==> src/rtl/ex_divider.sv <==
// ---------------------------------------------------------------------------
// ex_divider
//
// Multi-cycle 32-bit MIPS DIV/DIVU unit for the EX stage. It uses a radix-2
// restoring algorithm over 32 iterations. The remainder is returned on hi and
// the quotient on lo. It holds the pipeline via stall_req until the result is
// ready, and discards in-flight work on flush.
//
// Ports
//   clk        in   1   clock, rising edge
//   rst        in   1   asynchronous active-low reset
//   start      in   1   EX instruction is DIV/DIVU (held while in EX)
//   is_signed  in   1   1 = DIV, 0 = DIVU
//   operand_1  in  32   dividend, sampled at acceptance
//   operand_2  in  32   divisor, sampled at acceptance
//   flush      in   1   cancel any operation (beats start)
//   stall_req  out  1   combinational pipeline hold
//   done       out  1   registered one-cycle result-valid pulse
//   hi         out 32   remainder
//   lo         out 32   quotient
// ---------------------------------------------------------------------------
module ex_divider (
   input  logic        clk,
   input  logic        rst,
   input  logic        start,
   input  logic        is_signed,
   input  logic [31:0] operand_1,
   input  logic [31:0] operand_2,
   input  logic        flush,
   output logic        stall_req,
   output logic        done,
   output logic [31:0] hi,
   output logic [31:0] lo
);

   localparam logic [1:0] S_IDLE = 2'd0;
   localparam logic [1:0] S_CALC = 2'd1;
   localparam logic [1:0] S_DONE = 2'd2;

   logic [1:0]  r_state;
   logic [5:0]  r_cnt;
   logic [64:0] r_work;   // {rem[32:0], quot[31:0]}
   logic [31:0] r_div;    // divisor magnitude
   logic        r_qneg;
   logic        r_rneg;
   logic        r_done;
   logic [31:0] r_hi;
   logic [31:0] r_lo;

   logic [31:0] w_mag1;
   logic [31:0] w_mag2;
   logic [33:0] w_sub;
   logic [64:0] w_keep;
   logic [64:0] w_rest;
   logic [64:0] w_next;
   logic [31:0] w_quot;
   logic [31:0] w_rem;

   always_comb begin
      w_mag1 = (is_signed && operand_1[31]) ? (32'd0 - operand_1) : operand_1;
      w_mag2 = (is_signed && operand_2[31]) ? (32'd0 - operand_2) : operand_2;
      // Trial subtract on the shifted remainder; bit 33 is the borrow/sign.
      w_sub  = r_work[64:31] - {2'b00, r_div};
      w_keep = {w_sub[32:0], r_work[30:0], 1'b1};
      w_rest = {r_work[63:0], 1'b0};
      w_next = w_sub[33] ? w_rest : w_keep;
      w_quot = r_qneg ? (32'd0 - w_next[31:0])  : w_next[31:0];
      w_rem  = r_rneg ? (32'd0 - w_next[63:32]) : w_next[63:32];
   end

   always_ff @(posedge clk or negedge rst) begin
      if (!rst) begin
         r_state <= S_IDLE;
         r_cnt   <= 6'd0;
         r_work  <= 65'd0;
         r_div   <= 32'd0;
         r_qneg  <= 1'b0;
         r_rneg  <= 1'b0;
         r_done  <= 1'b0;
         r_hi    <= 32'd0;
         r_lo    <= 32'd0;
      end else if (flush) begin
         r_state <= S_IDLE;
         r_done  <= 1'b0;
      end else begin
         case (r_state)
            S_IDLE: begin
               r_done <= 1'b0;
               if (start) begin
                  if (operand_2 == 32'd0) begin
                     r_state <= S_DONE;
                     r_done  <= 1'b1;
                     r_lo    <= 32'hFFFF_FFFF;
                     r_hi    <= operand_1;
                  end else begin
                     r_state <= S_CALC;
                     r_work  <= {33'd0, w_mag1};
                     r_div   <= w_mag2;
                     r_qneg  <= is_signed & (operand_1[31] ^ operand_2[31]);
                     r_rneg  <= is_signed & operand_1[31];
                     r_cnt   <= 6'd0;
                  end
               end
            end
            S_CALC: begin
               r_work <= w_next;
               r_cnt  <= r_cnt + 6'd1;
               if (r_cnt == 6'd31) begin
                  r_state <= S_DONE;
                  r_done  <= 1'b1;
                  r_lo    <= w_quot;
                  r_hi    <= w_rem;
               end
            end
            S_DONE: begin
               // start here still belongs to the finished instruction.
               r_state <= S_IDLE;
               r_done  <= 1'b0;
            end
            default: begin
               r_state <= S_IDLE;
               r_done  <= 1'b0;
            end
         endcase
      end
   end

   assign stall_req = ((r_state == S_IDLE) & start & ~flush) | (r_state == S_CALC);
   assign done      = r_done;
   assign hi        = r_hi;
   assign lo        = r_lo;

endmodule

==> config.mk <==
export PLATFORM = sky130hd
export DESIGN_NAME = ex_divider
export DESIGN_NICKNAME = d
export VERILOG_FILES = /design/src/rtl/ex_divider.sv
export SDC_FILE = /design/constraint.sdc
export NUM_CORES = 1
export LEC_CHECK = 0
export CORE_UTILIZATION = 45
export DETAILED_ROUTE_END_ITERATION = 12
export PLACE_DENSITY_LB_ADDON = 0.12
export SLEW_MARGIN = 10
export SYNTH_ARGS = -nofsm -noshare
export SYNTH_HDL_FRONTEND = slang
export SYNTH_SLANG_ARGS = --single-unit
==> constraint.sdc <==
create_clock -name clk -period 5.19 [get_ports clk]
set_input_delay 1.2975 -clock clk [delete_from_list [all_inputs] [get_ports clk]]
set_output_delay 1.2975 -clock clk [all_outputs]
set_load 0.01 [all_outputs]
==> metrics.csv, run 1 <==
metric,value,unit
crit_arrival,5130,ps
p_leak,6.18,nW
place_congestion,0.886,
cts_max_level,4,
vias,11602,
clk_path_buf_depth,2,
dp_slack,481,ps
initial_core_util,46.2,%
rr_endpoint,hi[24],
crit_end,hi[24],
die_w,169,um
peakVddDrop,221,uV
critPathCaptureType,flop,
clock_latency,440,ps
syn_nets,1672,
multi_input_area,0.00761,sq mm
cts-root-buf,clkbuf_16,
period_needed,4820,ps
max_freq,0.208,GHz
cp_cell_sequence,ha_1 -> a21oi_1 -> o221ai_2 -> a21bo_2 -> o311a_1 -> o211a_2 -> inv_4 -> mux2i_1 -> ha_1 -> nand3_1 -> nor3_1 -> a41oi_1 -> nor2_1 -> a31o_2 -> xnor2_1 -> a21oi_1,
yosys.area_share.simple,21.3,%
setup_viol,0,
dieArea,0.0285,sq mm
avgSynthCellArea,8.00,sq um
crit_required,5510,ps
synth_top_family_by_area,compound AO/OA/AOI/OAI gates,
cts_tree,done,
rrSetupSlack,370,ps
synth_edf_count,0,
area_growth_syn_to_layout,17.4,%
cp_slowest_cell,dfrtp_1,
register_area,0.00430,sq mm
synth_compound_area_share,24.4,%
synth_xor_area_share,8.82,%
hold_viol_final,0,
cp_max_fo,36,
numCtsBuffers,17,
dp_hpwl,26200,um
reg2reg_from,r_work[37],
start_kind,flop,
worstSetupStartpoint,r_work[37],
fp-row-count,60,
synthAdderAreaFrac,3.86,%
postPlaceCellArea,0.0141,sq mm
muxShareOfSynthArea,2.36,%
drv_cap,0,
fp.dieH,169,um
fillerInstances,2620,
ys_ff_latch,172,
cts_resized,0,
rsz0062_at_grt,no,
drcViolationCount,0,
ios,135,
grt_pass1_vias,10445,
core_area,0.0271,sq mm
first_iter_violations,931,
slew_headroom,29.2,%
yosysUniqueCellTypes,90,
netlist_instances,1565,
cts_hold_buffers,0,
slew_violations,0,
pwr_density_cell,278,mW/mm^2
n_antenna_cell,0,
fin_setup_tns,0,ps
max_stage_delay,460,ps
drt_pre_antenna_iters,6,
ant_nets,0,
antenna_found_initial,0,
status,"complete, no violations",
nets,1761,
ys_seq_area_share,34.4,%
clk_pin_slew,70,ps
grt-ovfl-total,0,
routed_via_density,5.69,
clock-sinks,172,
grt_max_degree,106,
clock_skew,16.1,ps
hold_path.class,flop to flop,
ys_warn_count,0,
r2r_cells,16,
grt_pass1_wl,55400,um
synthArstFlopShare,100,%
period_share,92.8,%
final.setup.worst_slack,372,ps
netlist_area,0.0125,sq mm
io_buffers,134,
tightest_slew,1060,ps
wl_per_cell,17.0,um
ys.flop_type,dfrtp_1,
post_cts_buffers,0,
gr-usage-all-layers,24.3,%
fin_area,0.0147,sq mm
drt-total-wl,34600,um
layout-drive-gt1-share,5.58,%
worstSetupPathType,flop to flop,
[synthesized netlist by cell type, drive strengths merged, types with 4 or more instances]
cell	instances	share of area, %
nand2	204	6.1
dfrtp	172	34
o21ai	171	6.8
nor2	161	4.8
a21oi	158	6.3
xor2	64	4.5
xnor2	62	4.3
clkbuf	56	1.8
inv	54	1.6
ha	37	3.7
nor3	37	1.5
buf	30	1.5
a31oi	25	1.2
mux2i	25	2.0
or3	24	1.2
and3	23	1.1
o31ai	23	1.4
nor4	22	1.2
nand3	17	0.68
a21o	15	0.96
and2	15	0.75
nand2b	10	0.50
nand4	10	0.50
o211ai	10	0.60
nor3b	9	0.54
o41ai	9	0.69
or4	9	0.54
a31o	8	0.56
a211oi	7	0.46
a22o	7	0.49
nor2b	6	0.30
a41oi	5	0.41
nand3b	5	0.30
o21a	5	0.30
o21bai	5	0.30
mux2	4	0.36
o211a	4	0.32
o311a	4	0.32
or2	4	0.20
[sequential cells by signal, indices dropped and copies added, names as in the netlist]
register,count
r_work,65
hi,32
lo,32
r_div,32
r_cnt,6
r_state,2
done,1
r_qneg,1
r_rneg,1
[kinds of logic (layout without fill, tap and decap cells)]
group / after synthesis / in the layout
buffers and inverters: 140 / 242
XOR/XNOR: 126 / 126
adder cells (fa/ha/maj): 38 / 38
flip-flops: 172 / 172
AO/OA/AOI/OAI: 493 / 493
AND/OR/NAND/NOR: 567 / 567
multiplexers: 29 / 29
[power breakdown]
group	internal, mW	switching (mW)	total, mW
Sequential	1.47	0.123	1.59
Clock	0.643	0.624	1.27
Combinational	0.496	0.737	1.23
Total	2.60	1.48	4.09
[final cells by class]
class	count	share of cell area [%]
Clock inverter	14	1.04
Tap cell	372	3.17
Sequential cell	172	29.3
Clock buffer	18	2.92
Inverter	54	1.40
Timing Repair Buffer	156	10.4
Multi-Input combinational cell	1253	51.8
[placed cells by master (no fill, tap or decap), types with 6 or more instances in the layout]
cell | synthesis | layout
buf_4 | 2 | 20
xor2_1 | 64 | 64
clkbuf_16 | 0 | 17
o21ai_0 | 152 | 152
or4_1 | 9 | 9
o211ai_1 | 10 | 10
a21o_1 | 14 | 14
a31oi_1 | 25 | 25
o41ai_1 | 8 | 8
o21ai_1 | 19 | 19
nor4_1 | 21 | 21
clkdlybuf4s50_1 | 0 | 133
mux2i_1 | 25 | 25
inv_1 | 52 | 52
and3_1 | 23 | 23
dfrtp_1 | 172 | 172
xnor2_1 | 62 | 62
nand2b_1 | 10 | 9
a21oi_1 | 157 | 157
and2_1 | 12 | 11
a22o_1 | 7 | 7
a31o_2 | 8 | 8
nor2b_1 | 6 | 6
a211oi_1 | 6 | 6
nand4_1 | 10 | 10
nor2_1 | 160 | 159
nand3_1 | 17 | 17
or3_1 | 24 | 24
nand2_1 | 204 | 204
ha_1 | 37 | 37
nor3b_1 | 9 | 9
o31ai_1 | 23 | 23
nor3_1 | 36 | 36
[through the flow]
step	total power, mW	utilization [%]	hold slack (ps)	cells
floorplan	2.45	-	470	1565
global placement	2.82	52.1	462	2007
detailed placement	2.84	52.1	477	2007
CTS	4.12	54.2	495	2039
global route	4.32	54.2	501	2039
finish	4.09	54.2	487	2039
[per-layer routing]
metal	up-vias	GRT usage (%)	share of wire, %
met2	347	38.1	45
met1	5435	34.7	47
met3	42	2.95	5.3
li1	5778	-	-
met4	0	7.91	2.1
met5	-	0	0
[critical path, delay by kind of cell, from the launching register on]
family / cells / cell delay, ps
flip-flops: 1 / 460
multiplexers: 1 / 370
AND/OR/NAND/NOR: 3 / 670
buffers and inverters: 1 / 290
AO/OA/AOI/OAI: 8 / 1920
XOR/XNOR: 1 / 160
adder cells (fa/ha/maj): 2 / 800
[how the worst min path moves through the flow]
stage                       to  depth (start not counted)  slack [ps]       start
finish                   hi[2]                          2         490       hi[2]
global route             hi[2]                          2         500       hi[2]
CTS                      hi[2]                          2         500       hi[2]
detailed placement       hi[2]                          2         480       hi[2]
global placement         hi[7]                          2         460       hi[7]
floorplan           r_work[61]                          2         470  r_work[61]
No activity file was read; power rests on OpenSTA's default activity.
==> run 2: changes to the inputs <==
--- a/config.mk
+++ b/config.mk
@@ -8,6 +8,7 @@
 export CORE_UTILIZATION = 45
 export DETAILED_ROUTE_END_ITERATION = 12
 export PLACE_DENSITY_LB_ADDON = 0.12
+export SKIP_LAST_GASP = 1
 export SLEW_MARGIN = 10
 export SYNTH_ARGS = -nofsm -noshare
 export SYNTH_HDL_FRONTEND = slang
==> results of run 2 <==
No change in the layout: final DEF, timing and power equal those of run 1.
